--- src/rtl/status_reg_stack.sv ---
// Status flag register with a shadow save stack for interrupt entry/return.
//
// The flags are written from either the ALU or the decoder under a per-bit mask.
// A push saves the current flags into the next free shadow slot. A pop restores
// the flags from the most recent slot. A push to a full stack and a pop from an
// empty stack are both ignored, and the stack level never wraps.
//
// Optional feature: define STATUS_STACK_ERR_EN to get the sticky overflow and
// underflow flags (ovf_err / unf_err) and their clear input err_clr. With the
// macro undefined, both flags read 0 and err_clr has no effect.
module status_reg_stack #(
  parameter int unsigned NumStatusBits = 4,
  parameter int unsigned StackDepth    = 4,
  localparam int unsigned LvlW         = $clog2(StackDepth + 1)
) (
  input  logic                     clk,
  input  logic                     res,
  input  logic                     wr_en,
  input  logic                     sel_stat_in_alu_decoder,
  input  logic [NumStatusBits-1:0] alu_status,
  input  logic [NumStatusBits-1:0] dec_status,
  input  logic [NumStatusBits-1:0] wr_mask,
  input  logic                     push,
  input  logic                     pop,
  input  logic                     err_clr,
  output logic [NumStatusBits-1:0] status,
  output logic [LvlW-1:0]          stack_level,
  output logic                     stack_full,
  output logic                     stack_empty,
  output logic                     ovf_err,
  output logic                     unf_err
);

  // The slot index needs at least one bit, even when there is a single slot.
  localparam int unsigned IdxW = (StackDepth > 1) ? $clog2(StackDepth) : 1;

  logic [NumStatusBits-1:0] status_q, status_d;
  logic [LvlW-1:0]          level_q, level_d;
  logic [NumStatusBits-1:0] slots_q [StackDepth];

  logic [NumStatusBits-1:0] src;
  logic                     full, empty;
  logic                     push_eff, pop_eff;
  logic [LvlW-1:0]          level_m1;
  logic [IdxW-1:0]          push_idx, pop_idx;

  assign full  = (level_q == LvlW'(StackDepth));
  assign empty = (level_q == '0);

  // push and pop together cancel out. Both are also dropped at the stack limits.
  assign push_eff = push & ~pop & ~full;
  assign pop_eff  = pop & ~push & ~empty;

  assign level_m1 = level_q - LvlW'(1);
  assign push_idx = level_q[IdxW-1:0];
  assign pop_idx  = level_m1[IdxW-1:0];

  // Next flag and level values. A restore from the stack overrides any write.
  always_comb begin
    src      = sel_stat_in_alu_decoder ? alu_status : dec_status;
    status_d = status_q;
    level_d  = level_q;
    if (pop_eff) begin
      status_d = slots_q[pop_idx];
    end else if (wr_en) begin
      status_d = (status_q & ~wr_mask) | (src & wr_mask);
    end
    if (push_eff) begin
      level_d = level_q + LvlW'(1);
    end else if (pop_eff) begin
      level_d = level_m1;
    end
  end

  // Flag register and stack level. Reset takes priority over everything else.
  always_ff @(posedge clk) begin
    if (res) begin
      status_q <= '0;
      level_q  <= '0;
    end else begin
      status_q <= status_d;
      level_q  <= level_d;
    end
  end

  // The shadow slots are not reset. Each one captures the flags as they were before the edge.
  always_ff @(posedge clk) begin
    if (!res && push_eff) begin
      slots_q[push_idx] <= status_q;
    end
  end

`ifdef STATUS_STACK_ERR_EN
  logic ovf_q, unf_q;
  logic ovf_set, unf_set;

  assign ovf_set = push & ~pop & full;
  assign unf_set = pop & ~push & empty;

  // Sticky error flags. A new error in the same cycle as err_clr wins.
  always_ff @(posedge clk) begin
    if (res) begin
      ovf_q <= 1'b0;
      unf_q <= 1'b0;
    end else begin
      if (ovf_set) begin
        ovf_q <= 1'b1;
      end else if (err_clr) begin
        ovf_q <= 1'b0;
      end
      if (unf_set) begin
        unf_q <= 1'b1;
      end else if (err_clr) begin
        unf_q <= 1'b0;
      end
    end
  end

  assign ovf_err = ovf_q;
  assign unf_err = unf_q;
`else
  logic unused_err_clr;
  assign unused_err_clr = err_clr;
  assign ovf_err        = 1'b0;
  assign unf_err        = 1'b0;
`endif

  assign status      = status_q;
  assign stack_level = level_q;
  assign stack_full  = full;
  assign stack_empty = empty;

endmodule

--- config.mk ---
export PLATFORM = sky130hd
export DESIGN_NAME = status_reg_stack
export DESIGN_NICKNAME = d
export VERILOG_FILES = /design/src/rtl/status_reg_stack.sv
export SDC_FILE = /design/constraint.sdc
export NUM_CORES = 1
export LEC_CHECK = 0
export ABC_AREA = 0
export CELL_PAD_IN_SITES_DETAIL_PLACEMENT = 0
export CELL_PAD_IN_SITES_GLOBAL_PLACEMENT = 1
export CORE_UTILIZATION = 40
export CTS_CLUSTER_DIAMETER = 40
export CTS_CLUSTER_SIZE = 12
export DETAILED_ROUTE_END_ITERATION = 10
export PLACE_DENSITY_LB_ADDON = 0.1
export SLEW_MARGIN = 40
export SYNTH_ARGS = -nofsm -noshare
export SYNTH_HDL_FRONTEND = slang
export SYNTH_SLANG_ARGS = --single-unit
--- constraint.sdc ---
create_clock -name clk -period 3.2 [get_ports clk]
set_input_delay 0.64 -clock clk [delete_from_list [all_inputs] [get_ports clk]]
set_output_delay 0.64 -clock clk [all_outputs]
set_load 0.005 [all_outputs]
After elaboration in Yosys (flattened, before gate mapping)

Memory sizes are Yosys's and may differ from the RTL's.
Cells that the tools add are included.

Mux-type cells: 7
Add/sub/neg operators: 2
Reduce and logical (&&, ||, !) cells: 5
Equality and inequality tests: 1
Bitwise gates (word level): 12

Operator list:

| operator                                         | count |
|---|---|
| 2-to-1 mux 4 bit                                 | 3 |
| AND 4 bit                                        | 2 |
| 2-to-1 mux 3 bit                                 | 2 |
| AND 1 bit                                        | 4 |
| inverter 1 bit                                   | 4 |
| inverter 4 bit                                   | 1 |
| OR 4 bit                                         | 1 |
| nonzero test 2 bit                               | 2 |
| adder 3 x 1 -> 3 bit, second input constant      | 1 |
| equality test 3 bit, second input constant       | 1 |
| logical NOT 3 bit                                | 1 |
| subtractor 3 x 1 -> 3 bit, second input constant | 1 |
| 2-to-1 mux 1 bit                                 | 2 |
| logical AND 1 bit                                | 1 |
| logical NOT 1 bit                                | 1 |

Flip-flop bits (word level): 7
Output and inout bits: 11
Bits in writable memories: 16
Memories kept: 1

Memory list:

| memory  | words | bits a word | read ports | clocked after memory_dff | wr ports | line | text |
|---|---|---|---|---|---|---|---|
| slots_q | 4     | 4           | 1          | 0                        | 1        | 39   | `logic [NumStatusBits-1:0] slots_q [StackDepth];` |

Longest topological paths before layout

Word-level depth: 6
Depth in mapped cells: 8
Depth with buffers taken out: 7

Worst setup path after synthesis

OpenSTA, ideal clock, no wires.

Path kind: register -> register
From: reg level_q[0] (netlist: stack_level[0])
To: reg (tool-made name)
Clock period less this slack: 1775 ps
Cell stages (with the launch flop): 8
Data arrival time: 1658 ps
Required time: 3083 ps
Setup slack: 1425 ps
Path through: dfxtp_1 buf_6 inv_1 ha_1 ha_1 nor3b_1 nor2_1 a22o_1

RTL lines:

| item                   | line | text |
|---|---|---|
| start, declared        | 38   | `logic [LvlW-1:0] level_q, level_d;` |
| start signal, assigned | 82   | `level_q <= level_d;` |

Worst setup path in the final report

From: reg level_q[0] (netlist: stack_level[0])
To: out stack_empty

Longest elaborated chain between the ends: 1

Ends and longest elaborated chain:

| item              | line | text |
|---|---|---|
| logical NOT 3 bit | 48   | `assign empty = (level_q == '0);` |
| end, declared     | 29   | `output logic stack_empty,` |

No other way between the ends.

==> impl_metrics.csv <==
group,metric,value,unit
placed_design,io_buffers,26,
drt,drt_iter0_markers,3,
cts,clock-sinks,23,
status,status,"complete, no violations",
worst_hold_path,hp-class,"reg -> reg",
global_route,grt_pass1_wl,2953,um
cts,clk_pin_slew,0.11,ns
floorplan,die_y,54.47,um
timing,max_freq,0.3778,GHz
logic_synthesis,ys_warn_count,0,
global_route,top_usage_layer,"met2",
timing,min_period,2.647,ns
cts,postCtsHoldBufs,0,
floorplan,die_w,54.47,um
logic_synthesis,async_flop_share,0,
global_route,antenna_found_initial,0,
logic_synthesis,synth.most_common_cell,"edfxtp_1",
setup_path,r2r_slack,1.06,ns
timing,maxSlewViolCount,0,
placed_design,dpl.hpwl,1523,um
cts,ctsResizeCount,0,
timing,finalSetupViolCount,0,
global_route,first_global_vias,706,
timing,worst_slack,0.5533,ns
cts,clk_latency,0.30,ns
cts,cts.htree.levels,1,
floorplan,core,2545,um^2
placed_design,place_congestion,0.6582,
global_route,grt.overflow.total,0,
cts,post_cts_buffers,0,
drt,first_pass_iters,4,
drt,routed-via-count,721,
logic_synthesis,netlist_area,1101,um^2
job,drv_cap,0,
global_route,globalRouteTotalUtil,0.1508,
finish,drive_above_1_share,0.07273,
drt,drc,0,
cts,cts_tree,"yes",
logic_synthesis,synth_common_cells,"edfxtp_1, a21oi_1, dfxtp_1, ha_1, nor2_1",
pwr,p_leak,0.4984,nW
timing,hold_viol_final,0,
placed_design,dp.cells,136,
cts,cts_buffers,3,
global_route,use_met3,0.02500,
drt,wirelength,1927,um
logic_synthesis,ys_ff_latch,23,
worst_hold_path,hp-start,"stack_level[1]",
finish,finalNetCount,136,
global_route,met1_usage,0.1472,
worst_hold_path,hold_depth,2,
global_route,use_met2,0.2967,
timing,post-route-period-util,0.8271,
logic_synthesis,synthFlopType,"edfxtp_1",
finish,antenna_cells,0,
logic_synthesis,yosysTopAreaCellShare,0.4364,
floorplan,die_area,2966,um^2
logic_synthesis,syn-instance-count,84,
setup_path,critPathArrivalTime,2.01,ns
logic_synthesis,postSynthAreaPerCell,13.11,um^2
logic_synthesis,ys_seq_area_frac,0.5636,
pwr,pwr_density_cell,466.3,nW/um^2
floorplan,pin_count,30,
placed_design,pre_cts_ws,0.8685,ns
finish,synthToLayoutAreaGrowth,26.70,%
logic_synthesis,yosysUniqueCellTypes,24,
timing,rsz0062_at_grt,"no",
setup_path,crit_path_end_kind,"primary output",
setup_path,critPathRequiredTime,2.56,ns
drt,routed_via_density,5.150,
setup_path,rr_worst_depth,6,
timing,fin_skew,0.001485,ns
setup_path,critPathLaunchType,"register",
floorplan,core.rowCount,18,
finish,final_core_util,0.5482,
timing,tns,0,ns
setup_path,cp_max_fo,8,
worst_hold_path,worstHoldEndpoint,"stack_level[1]",
setup_path,rr_startpoint,"stack_level[0]",
setup_path,criticalPathCategory,"reg -> out",
cts,clock_path_buffers,2,
floorplan,start_util,0.4326,
global_route,grt_max_degree,13,
finish,fin_cells,140,
cts,cts_root_buffer,"clkbuf_4",
logic_synthesis,synth_edf_count,16,
drt,ant_nets,0,
drt,wire_per_inst,13.76,um
logic_synthesis,synth.largest_area_cell,"edfxtp_1",
pwr,peakVddDrop,254.1,uV
pwr,power,650.5,uW
logic_synthesis,synth_area_leaders,"edfxtp_1, dfxtp_1, mux4_2, ha_1, mux2i_1",
==> placed cells by master (no fill, tap or decap), types with 2 or more instances in the layout <==
| cell type | count |
|---|---|
| a21oi_1 | 7 |
| a22o_1 | 4 |
| a31oi_1 | 4 |
| and2_1 | 4 |
| clkbuf_4 | 3 |
| clkdlybuf4s50_1 | 26 |
| conb_1 | 2 |
| dfxtp_1 | 7 |
| edfxtp_1 | 16 |
| ha_1 | 6 |
| inv_1 | 4 |
| mux2i_1 | 4 |
| mux4_2 | 4 |
| nand2_1 | 4 |
| nand3_1 | 2 |
| nor2_1 | 5 |
| nor3b_1 | 2 |
==> report_power, final <==
| group | switching (mW) | internal (mW) |
|---|---|---|
| Clock | 0.0790 | 0.0485 |
| Combinational | 0.0632 | 0.0984 |
| Sequential | 0.0219 | 0.340 |
| Total | 0.164 | 0.486 |
==> through the flow <==
step	hold WS [ns]	area, um^2
after floorplan	0.5020	1105
after global placement	0.5211	1369
after detailed placement	0.5229	1369
after global routing	0.5640	1395
after CTS	0.5430	1395
final	0.5353	1395
==> worst max path at each step <==
stage | start | end | slack, ns | cells after the start
floorplan | stack_level[0] | register | 1.42 | 7
global placement | stack_level[0] | stack_empty | 0.87 | 4
detailed placement | stack_level[0] | stack_empty | 0.87 | 4
CTS | stack_level[0] | stack_empty | 0.51 | 4
global route | stack_level[0] | stack_empty | 0.38 | 4
finish | stack_level[0] | stack_empty | 0.55 | 4
==> metal layers <==
metal	vias up	wire [um]
li1	361	-
met1	334	785
met2	24	998
met3	2	127
met4	0	15
met5	-	0
==> critical path, cell delays in order, from the launching register on <==
cell,delay [ns]
dfxtp_1,0.59
inv_1,0.18
ha_1,0.27
ha_1,0.22
clkdlybuf4s50_1,0.45
==> area by class of cell <==
| type | instances | area (um^2) |
|---|---|---|
| Sequential cell | 23 | 620.6 |
| Timing Repair Buffer | 26 | 260.3 |
| Clock buffer | 4 | 26.28 |
| Tap cell | 30 | 37.54 |
| Inverter | 4 | 15.01 |
| Multi-Input combinational cell | 53 | 435.4 |
| Fill cell | 240 | 1150 |
==> cells by family after synthesis <==
logic type,share of synthesized area
XOR/XNOR,0.007956
flip-flops,0.5636
AO/OA/AOI/OAI,0.09431
buffers and inverters,0.04430
other,0.003406
AND/OR/NAND/NOR,0.08977
multiplexers,0.1284
adder cells (fa/ha/maj),0.06818
(Power assumes the default switching activity.)
